$ cat src/rtl/dmem_bus_ctrl.sv
// Load/store bridge from the core's data port to a req/gnt/rvalid bus, with a per-access timeout.
// Optional macro MISALIGN_TRAP_EN: misaligned core addresses are trapped without a bus request.
module dmem_bus_ctrl #(
    parameter int unsigned TIMEOUT_CYCLES = 16,
    parameter logic [31:0] ERR_DATA       = 32'hDEADBEEF
) (
    input  logic        clk,
    input  logic        reset,
    input  logic        core_req,
    input  logic        core_we,
    input  logic [31:0] core_addr,
    input  logic [31:0] core_wdata,
    output logic [31:0] core_rdata,
    output logic        core_stall,
    output logic        core_err,
    output logic        bus_req,
    output logic        bus_we,
    output logic [31:0] bus_addr,
    output logic [31:0] bus_wdata,
    input  logic        bus_gnt,
    input  logic        bus_rvalid,
    input  logic [31:0] bus_rdata
);

    typedef enum logic [1:0] {
        S_IDLE,
        S_REQ,
        S_WAIT,
        S_DONE
    } state_e;

    localparam logic [7:0] TMO_LAST = 8'(TIMEOUT_CYCLES - 1);

    state_e      state_q, state_d;
    logic        bus_req_q, bus_req_d;
    logic        bus_we_q, bus_we_d;
    logic [31:0] bus_addr_q, bus_addr_d;
    logic [31:0] bus_wdata_q, bus_wdata_d;
    logic [31:0] core_rdata_q, core_rdata_d;
    logic        core_err_q, core_err_d;
    logic [7:0]  tmo_cnt_q, tmo_cnt_d;
    logic        misaligned;
    logic        tmo_hit;

`ifdef MISALIGN_TRAP_EN
    assign misaligned = (core_addr[1:0] != 2'b00);
`else
    assign misaligned = 1'b0;
`endif

    assign tmo_hit = (tmo_cnt_q == TMO_LAST);

    always_comb begin
        state_d      = state_q;
        bus_req_d    = bus_req_q;
        bus_we_d     = bus_we_q;
        bus_addr_d   = bus_addr_q;
        bus_wdata_d  = bus_wdata_q;
        core_rdata_d = core_rdata_q;
        core_err_d   = core_err_q;
        tmo_cnt_d    = tmo_cnt_q;
        case (state_q)
            S_IDLE: begin
                if (core_req) begin
                    if (misaligned) begin
                        state_d      = S_DONE;
                        core_err_d   = 1'b1;
                        core_rdata_d = ERR_DATA;
                    end else begin
                        state_d     = S_REQ;
                        bus_req_d   = 1'b1;
                        bus_we_d    = core_we;
                        bus_addr_d  = core_addr & 32'hFFFF_FFFC;
                        bus_wdata_d = core_wdata;
                        tmo_cnt_d   = 8'd0;
                    end
                end
            end
            S_REQ: begin
                // Progress on the bus takes priority over a timeout on the same edge.
                if (bus_gnt) begin
                    bus_req_d = 1'b0;
                    if (bus_we_q) begin
                        state_d    = S_DONE;
                        core_err_d = 1'b0;
                    end else if (bus_rvalid) begin
                        state_d      = S_DONE;
                        core_err_d   = 1'b0;
                        core_rdata_d = bus_rdata;
                    end else begin
                        state_d   = S_WAIT;
                        tmo_cnt_d = 8'd0;
                    end
                end else if (tmo_hit) begin
                    state_d      = S_DONE;
                    bus_req_d    = 1'b0;
                    core_err_d   = 1'b1;
                    core_rdata_d = ERR_DATA;
                end else begin
                    tmo_cnt_d = tmo_cnt_q + 8'd1;
                end
            end
            S_WAIT: begin
                if (bus_rvalid) begin
                    state_d      = S_DONE;
                    core_err_d   = 1'b0;
                    core_rdata_d = bus_rdata;
                end else if (tmo_hit) begin
                    state_d      = S_DONE;
                    core_err_d   = 1'b1;
                    core_rdata_d = ERR_DATA;
                end else begin
                    tmo_cnt_d = tmo_cnt_q + 8'd1;
                end
            end
            default: begin
                // The core retires on this edge, so a held core_req must not relaunch here.
                state_d = S_IDLE;
            end
        endcase
    end

    always_ff @(posedge clk or negedge reset) begin
        if (!reset) begin
            state_q      <= S_IDLE;
            bus_req_q    <= 1'b0;
            bus_we_q     <= 1'b0;
            bus_addr_q   <= 32'd0;
            bus_wdata_q  <= 32'd0;
            core_rdata_q <= 32'd0;
            core_err_q   <= 1'b0;
            tmo_cnt_q    <= 8'd0;
        end else begin
            state_q      <= state_d;
            bus_req_q    <= bus_req_d;
            bus_we_q     <= bus_we_d;
            bus_addr_q   <= bus_addr_d;
            bus_wdata_q  <= bus_wdata_d;
            core_rdata_q <= core_rdata_d;
            core_err_q   <= core_err_d;
            tmo_cnt_q    <= tmo_cnt_d;
        end
    end

    assign core_stall = core_req & (state_q != S_DONE);
    assign core_rdata = core_rdata_q;
    assign core_err   = core_err_q;
    assign bus_req    = bus_req_q;
    assign bus_we     = bus_we_q;
    assign bus_addr   = bus_addr_q;
    assign bus_wdata  = bus_wdata_q;

endmodule

$ cat config.mk
export PLATFORM = sky130hd
export DESIGN_NAME = dmem_bus_ctrl
export DESIGN_NICKNAME = d
export VERILOG_FILES = /design/src/rtl/dmem_bus_ctrl.sv
export SDC_FILE = /design/constraint.sdc
export NUM_CORES = 1
export LEC_CHECK = 0
export ABC_AREA = 1
export ABC_CLOCK_PERIOD_IN_PS = 2000
export BUFFER_PORTS_ARGS = -buffer_cell sky130_fd_sc_hd__clkbuf_2
export CAP_MARGIN = 20
export CORE_UTILIZATION = 45
export CTS_CLUSTER_DIAMETER = 100
export DETAILED_ROUTE_END_ITERATION = 10
export PLACE_DENSITY = 0.89
export SYNTH_ARGS = -nofsm -noshare
export SYNTH_HDL_FRONTEND = slang
export SYNTH_SLANG_ARGS = --single-unit
$ cat constraint.sdc
create_clock -name clk -period 2 [get_ports clk]
set_clock_uncertainty 0.2 [all_clocks]
set_input_delay 0.6 -clock clk [delete_from_list [all_inputs] [get_ports clk]]
set_output_delay 0.6 -clock clk [all_outputs]
set_load 0.01 [all_outputs]
=== Word level (Yosys, flattened, before mapping) ===
Index checks and enable logic that the tools add are counted.

* Register bits after elaboration: 107
* Latch bits: 0
* Memory bits (writable): 0
* Bits in read-only memories: 0
* Input bits: 102
* Output and inout port bits: 100
* Logic and storage cells: 60
* Memories kept: 0

* Add/subtract/negate cells: 1
* Multipliers: 0
* Div/mod/pow operators: 0
* Order comparisons: 0
* Equal/unequal tests: 11
* Shift operators: 0
* Muxes and demuxes: 30
* Bitwise gates (word level): 1
* Reduce and logical (&&, ||, !) cells: 9

{| class="wikitable"
|+ Operator list
! cell !! number
|-
| 32-bit 2-to-1 mux || 5
|-
| 32-bit one-hot mux with 2 select lines || 1
|-
| 8-bit 2-to-1 mux || 6
|-
| 8-bit one-hot mux with 3 select lines || 1
|-
| 3-bit inequality test, second input constant || 4
|-
| 1-bit 2-to-1 mux || 10
|-
| 8-bit by 1-bit adder with 8-bit output, second input constant || 1
|-
| 8-bit by 4-bit == test with 1-bit output, second input constant || 1
|-
| 2-bit 2-to-1 mux || 4
|-
| 2-bit inequality test, second input constant || 3
|-
| 2-bit one-hot mux with 3 select lines || 1
|-
| 3-bit AND reduction || 2
|-
| 5-bit AND reduction || 1
|-
| 4-bit inequality test, second input constant || 1
|-
| 1-bit one-hot mux with 2 select lines || 2
|-
| 2-bit AND reduction || 2
|-
| 2-bit nonzero test || 2
|-
| 3-bit nonzero test || 1
|-
| 2-bit by 1-bit == test with 1-bit output, second input constant || 1
|-
| 2-bit == test, second input constant || 1
|-
| 2-bit logical NOT || 1
|-
| 1-bit AND || 1
|}

=== Depth between registers and ports, before layout ===
* Depth in word-level cells: 4
* Mapped depth: 11
* Mapped depth without buffers: 10

=== Least setup slack after synthesis ===
OpenSTA, ideal clock, no wires.

* Kind: register to register
* From: reg state_q[0]
* To: reg core_rdata_q[18], in the netlist core_rdata[18]
* Setup time: 0.116 ns
* Arrival: 1.502 ns
* Data required time: 1.684 ns
* Setup slack: 0.182 ns
* Stages on the path, launching flop included: 11
* Buffers on the path: 1
* Clock period less this slack: 1.818 ns
* Path through: dfrtp_1 > inv_1 > ha_1 > nand2_1 > o21ai_1 > inv_2 > nor2_8 > inv_6 > buf_12 > nor2_2 > nor2_2

* Word-level cells in the longest chain between the ends: 3
* Elaborated cells between the ends (all ways): 7
* Those cells by class: eq/ne (4); mux (1); reduce/logical (2)

{| class="wikitable"
|+ Ends and longest elaborated chain
! what !! line !! source
|-
| from (decl) || 34 || <nowiki>state_e state_q, state_d;</nowiki>
|-
| from (signal assigned) || 134 || <nowiki>state_q <= state_d;</nowiki>
|-
| 2-bit by 1-bit == test with 1-bit output or 2-bit == test (tied branches) || 62 || <nowiki>case (state_q)</nowiki>
|-
| 3-bit inequality test (no source line) or 2-bit nonzero test (tied branches) || -- ||
|-
| 3-bit AND reduction (no source line) || -- ||
|-
| to (signal assigned) || 139 || <nowiki>core_rdata_q <= core_rdata_d;</nowiki>
|-
| to (decl) || 39 || <nowiki>logic [31:0] core_rdata_q, core_rdata_d;</nowiki>
|}

Several ways; a longest one is shown, not always the timed one.
A chain may end at the register's enable or synchronous reset.

=== Worst setup path after layout ===
* From: reg state_q[1]
* To: out core_stall

* Word-level cells in the longest chain between the ends: 2

{| class="wikitable"
|+ Ends and longest elaborated chain
! what !! line !! source
|-
| 2-bit inequality test || 145 || <nowiki>assign core_stall = core_req & (state_q != S_DONE);</nowiki>
|-
| 1-bit AND || 145 ||
|-
| to (decl) || 14 || <nowiki>output logic core_stall,</nowiki>
|}

Every way passes these cells.

==> summary.txt <==
Run status
  – Outcome: finished, final reports clean

Floorplan
  – Starting Density: 46.6%
  – IO Count: 202
  – Placement row count: 36
  – Die area: 10600 sq um
  – Core area: 9820 sq um
  – Die width: 103 um
  – Die Height: 103 um

STA
  – Hold_ws: 236 ps
  – F_max: 0.502 GHz
  – Final setup violation count: 0
  – Final hold vios: 0
  – Fin. max-slew vios: 0
  – RSZ-0062 raised after global routing: yes
  – Final Cycle Share: 99.6%
  – Setup tns final: 0 ps
  – Final setup margin: 7.50 ps
  – Min Tclk post-route: 1990 ps

Finish
  – Syn-to-layout area delta: 31.5%
  – Multi-input gate area: 1680 sq um
  – Register area: 2680 sq um
  – NumNets Final: 854
  – Ant. Diodes: 0
  – Fraction of layout cells with a size suffix above 1: 36.5%
  – Most common cell after layout, fill and taps aside: nand2_1
  – Fillers: 889
  – Post-layout util: 61.2%
  – Commonest non-fill, non-tap cells in the layout: 249 x nand2_1, 195 x clkbuf_2, 107 x dfrtp_1

Global route
  – Global-route usage over all layers: 20.1%
  – GR Overflow Total: 0
  – First-pass GRT wire length: 16.3 mm
  – Largest net degree at the start of global routing: 64
  – Initial antenna violation count: 0
  – Number of global-route vias before repair: 3757

Synth
  – Main flop type after synthesis: dfrtp_1
  – YS warnings: 0
  – EDFF count, synth: 0
  – Seq cells post-synth: 107
  – Synth area leaders: dfrtp_1 59%, nand2_1 21%, nor2_1 5.4%, nor2_2 3.6%, inv_1 2.1%
  – Count of mapped cells out of synthesis: 537
  – Syn_area_per_cell: 8.52 sq um
  – Seq/Total Area, Yosys: 58.5%
  – Synth unique cells: 25
  – Synth area leader: dfrtp_1
  – Yosys top cell area share: 58.5%
  – Synth Cell Area: 4570 sq um
  – Ys async rst share: 100%

Routing
  – Drt pass-1 iters: 6
  – Post-route ant nets: 0
  – Routed vias: 4088
  – DR iter-0 viols: 95
  – Average routed wire per standard cell: 12.3 um
  – Final WL: 10.8 mm
  – Top layer used by detailed routing: met4
  – Met2 WL post-DR: 5.43 mm
  – DRC viols: 0
  – Post-route met1 wirelength: 4.53 mm
  – Met3 WL: 628 um
  – Drt via density: 4.62

Power
  – Seq pwr share: 40.8%
  – Pwr/cell area: 1500 nW/um^2
  – Maximum vdd drop: 0.757 mV
  – Clk pwr share: 13.2%
  – P_sw: 3.73 mW
  – LEAKAGE: 3.47 nW
  – P_int: 5.28 mW
  – Sw frac: 41.4%
  – Combinational fraction of design power: 46.1%

Min path
  – Worst Hold End: bus_addr[13]
  – Hold_sp: core_addr[13]
  – Worst Hold Path Cells: 3
  – Hold crit path type: input pin to register

Run
  – Max_cap viols: 0

Clocking
  – Root buf cell: clkbuf_8
  – CTS Sinks: 107
  – H-tree depth: 3
  – Clock transition at path regs: 100 ps
  – CTS Buf Count: 9
  – CTS tree: built
  – Bufs on Longest Clock Path: 2
  – Clock Latency Late Sink: 350 ps

Placement
  – Final GP Congestion: 0.799
  – Pre-CTS WS: 13.8 ps
  – Port Buf Inserts: 197
  – DP HPWL: 7.75 mm

Critical path
  – Worst R2R Path Depth: 10
  – Worst r2r src: state_q[1]
  – Critical Path Start Type: register
  – Required @ worst endpoint: 1200 ps
  – Critical path arrival: 1190 ps
  – Crit Path Max Fanout: 4
  – Reg2Reg Setup Slack: 40 ps
  – Crit end category: output pin
  – CP Class: register to output pin
  – Reg-to-reg endpoint: core_rdata[10]
[state kept, by name, summed over array words and instances (netlist names)]
register	count
bus_addr	30
bus_req	1
bus_wdata	32
bus_we	1
core_err	1
core_rdata	32
state_q	2
tmo_cnt_q	8
[logic make-up (layout without fill, tap and decap cells)]
family,Yosys count,count (layout),synth area share (%)
AO/OA/AOI/OAI,19,19,2.57
buffers and inverters,48,261,5.42
adder cells (fa/ha/maj),6,6,1.64
AND/OR/NAND/NOR,356,356,31.7
flip-flops,107,107,58.5
other,1,2,0.0820
[through the flow]
stage | area, sq um | power, mW | instances
3_5_place_dp | 5750 | 7.73 | 861
2_1_floorplan | 4580 | 6.08 | 538
4_1_cts | 5950 | 8.98 | 880
6_report | 6010 | 9.01 | 884
5_1_grt | 6010 | 9.76 | 884
3_3_place_gp | 5750 | 7.55 | 861
[power by group through the flow]
stage                     sequential (mW)  combinational (mW)  clock, mW
after floorplan                      4.11                1.97          0
after detailed placement             3.69                4.04          0
after CTS                            3.68                4.08       1.22
after global placement               3.66                3.88          0
final                                3.68                4.15       1.19
after global routing                 3.80                4.67       1.29
[routing by layer]
| layer | GRT usage (%) | vias to the layer above |
|---|---|---|
| met2 | 35.5 | 162 |
| met3 | 4.34 | 21 |
| met1 | 23.4 | 1881 |
| met4 | 8.99 | 0 |
| li1 | - | 2024 |
| met5 | 0 | - |
[what timing repair did]
item / 4_1_cts / 5_1_grt
setup endpoints to repair: 3 / 41
gates cloned: 0 / 1
resized for setup: 2 / 8
pin swaps: 2 / 2
buffers inserted: 2 / 3
hold buffers: 1 / 0
hold endpoints to repair: 20 / 0
[cell usage after synthesis (2+ instances only)]
| library cell | number |
|---|---|
| nand2_1 | 250 |
| dfrtp_1 | 107 |
| nor2_1 | 66 |
| nor2_2 | 26 |
| inv_1 | 25 |
| nand3_1 | 8 |
| o21ai_0 | 7 |
| a21oi_1 | 6 |
| buf_2 | 6 |
| clkbuf_1 | 6 |
| ha_1 | 6 |
| inv_2 | 4 |
| nand2_2 | 3 |
| o21bai_1 | 3 |
| buf_12 | 2 |
| buf_4 | 2 |
| buf_6 | 2 |
[cell type report]
class / instances / share of cell area [%]
tap: 133 / 2.77
multi-input combinational: 383 / 27.9
inverter: 30 / 1.96
sequential: 107 / 44.5
timing repair buffer: 215 / 20.1
clock buffer: 13 / 2.48
clock inverter: 3 / 0.354
[worst max-delay path, cell delays in order, from the launching register on]
cell     delay, ps
dfrtp_1        430
ha_2           210
nor2_1          80
buf_2          130
[how the worst max path moves through the flow]
stage,startpoint,to,slack (ps),depth (start not counted)
floorplan,state_q[0],core_rdata[18],180,10
global placement,bus_rvalid,tmo_cnt_q[5],80,8
detailed placement,bus_rvalid,tmo_cnt_q[7],10,8
CTS,state_q[1],core_stall,-20,3
global route,state_q[1],tmo_cnt_q[0],-80,10
finish,state_q[1],core_stall,7,3
Note: power is estimated with default switching activity, not from simulation.
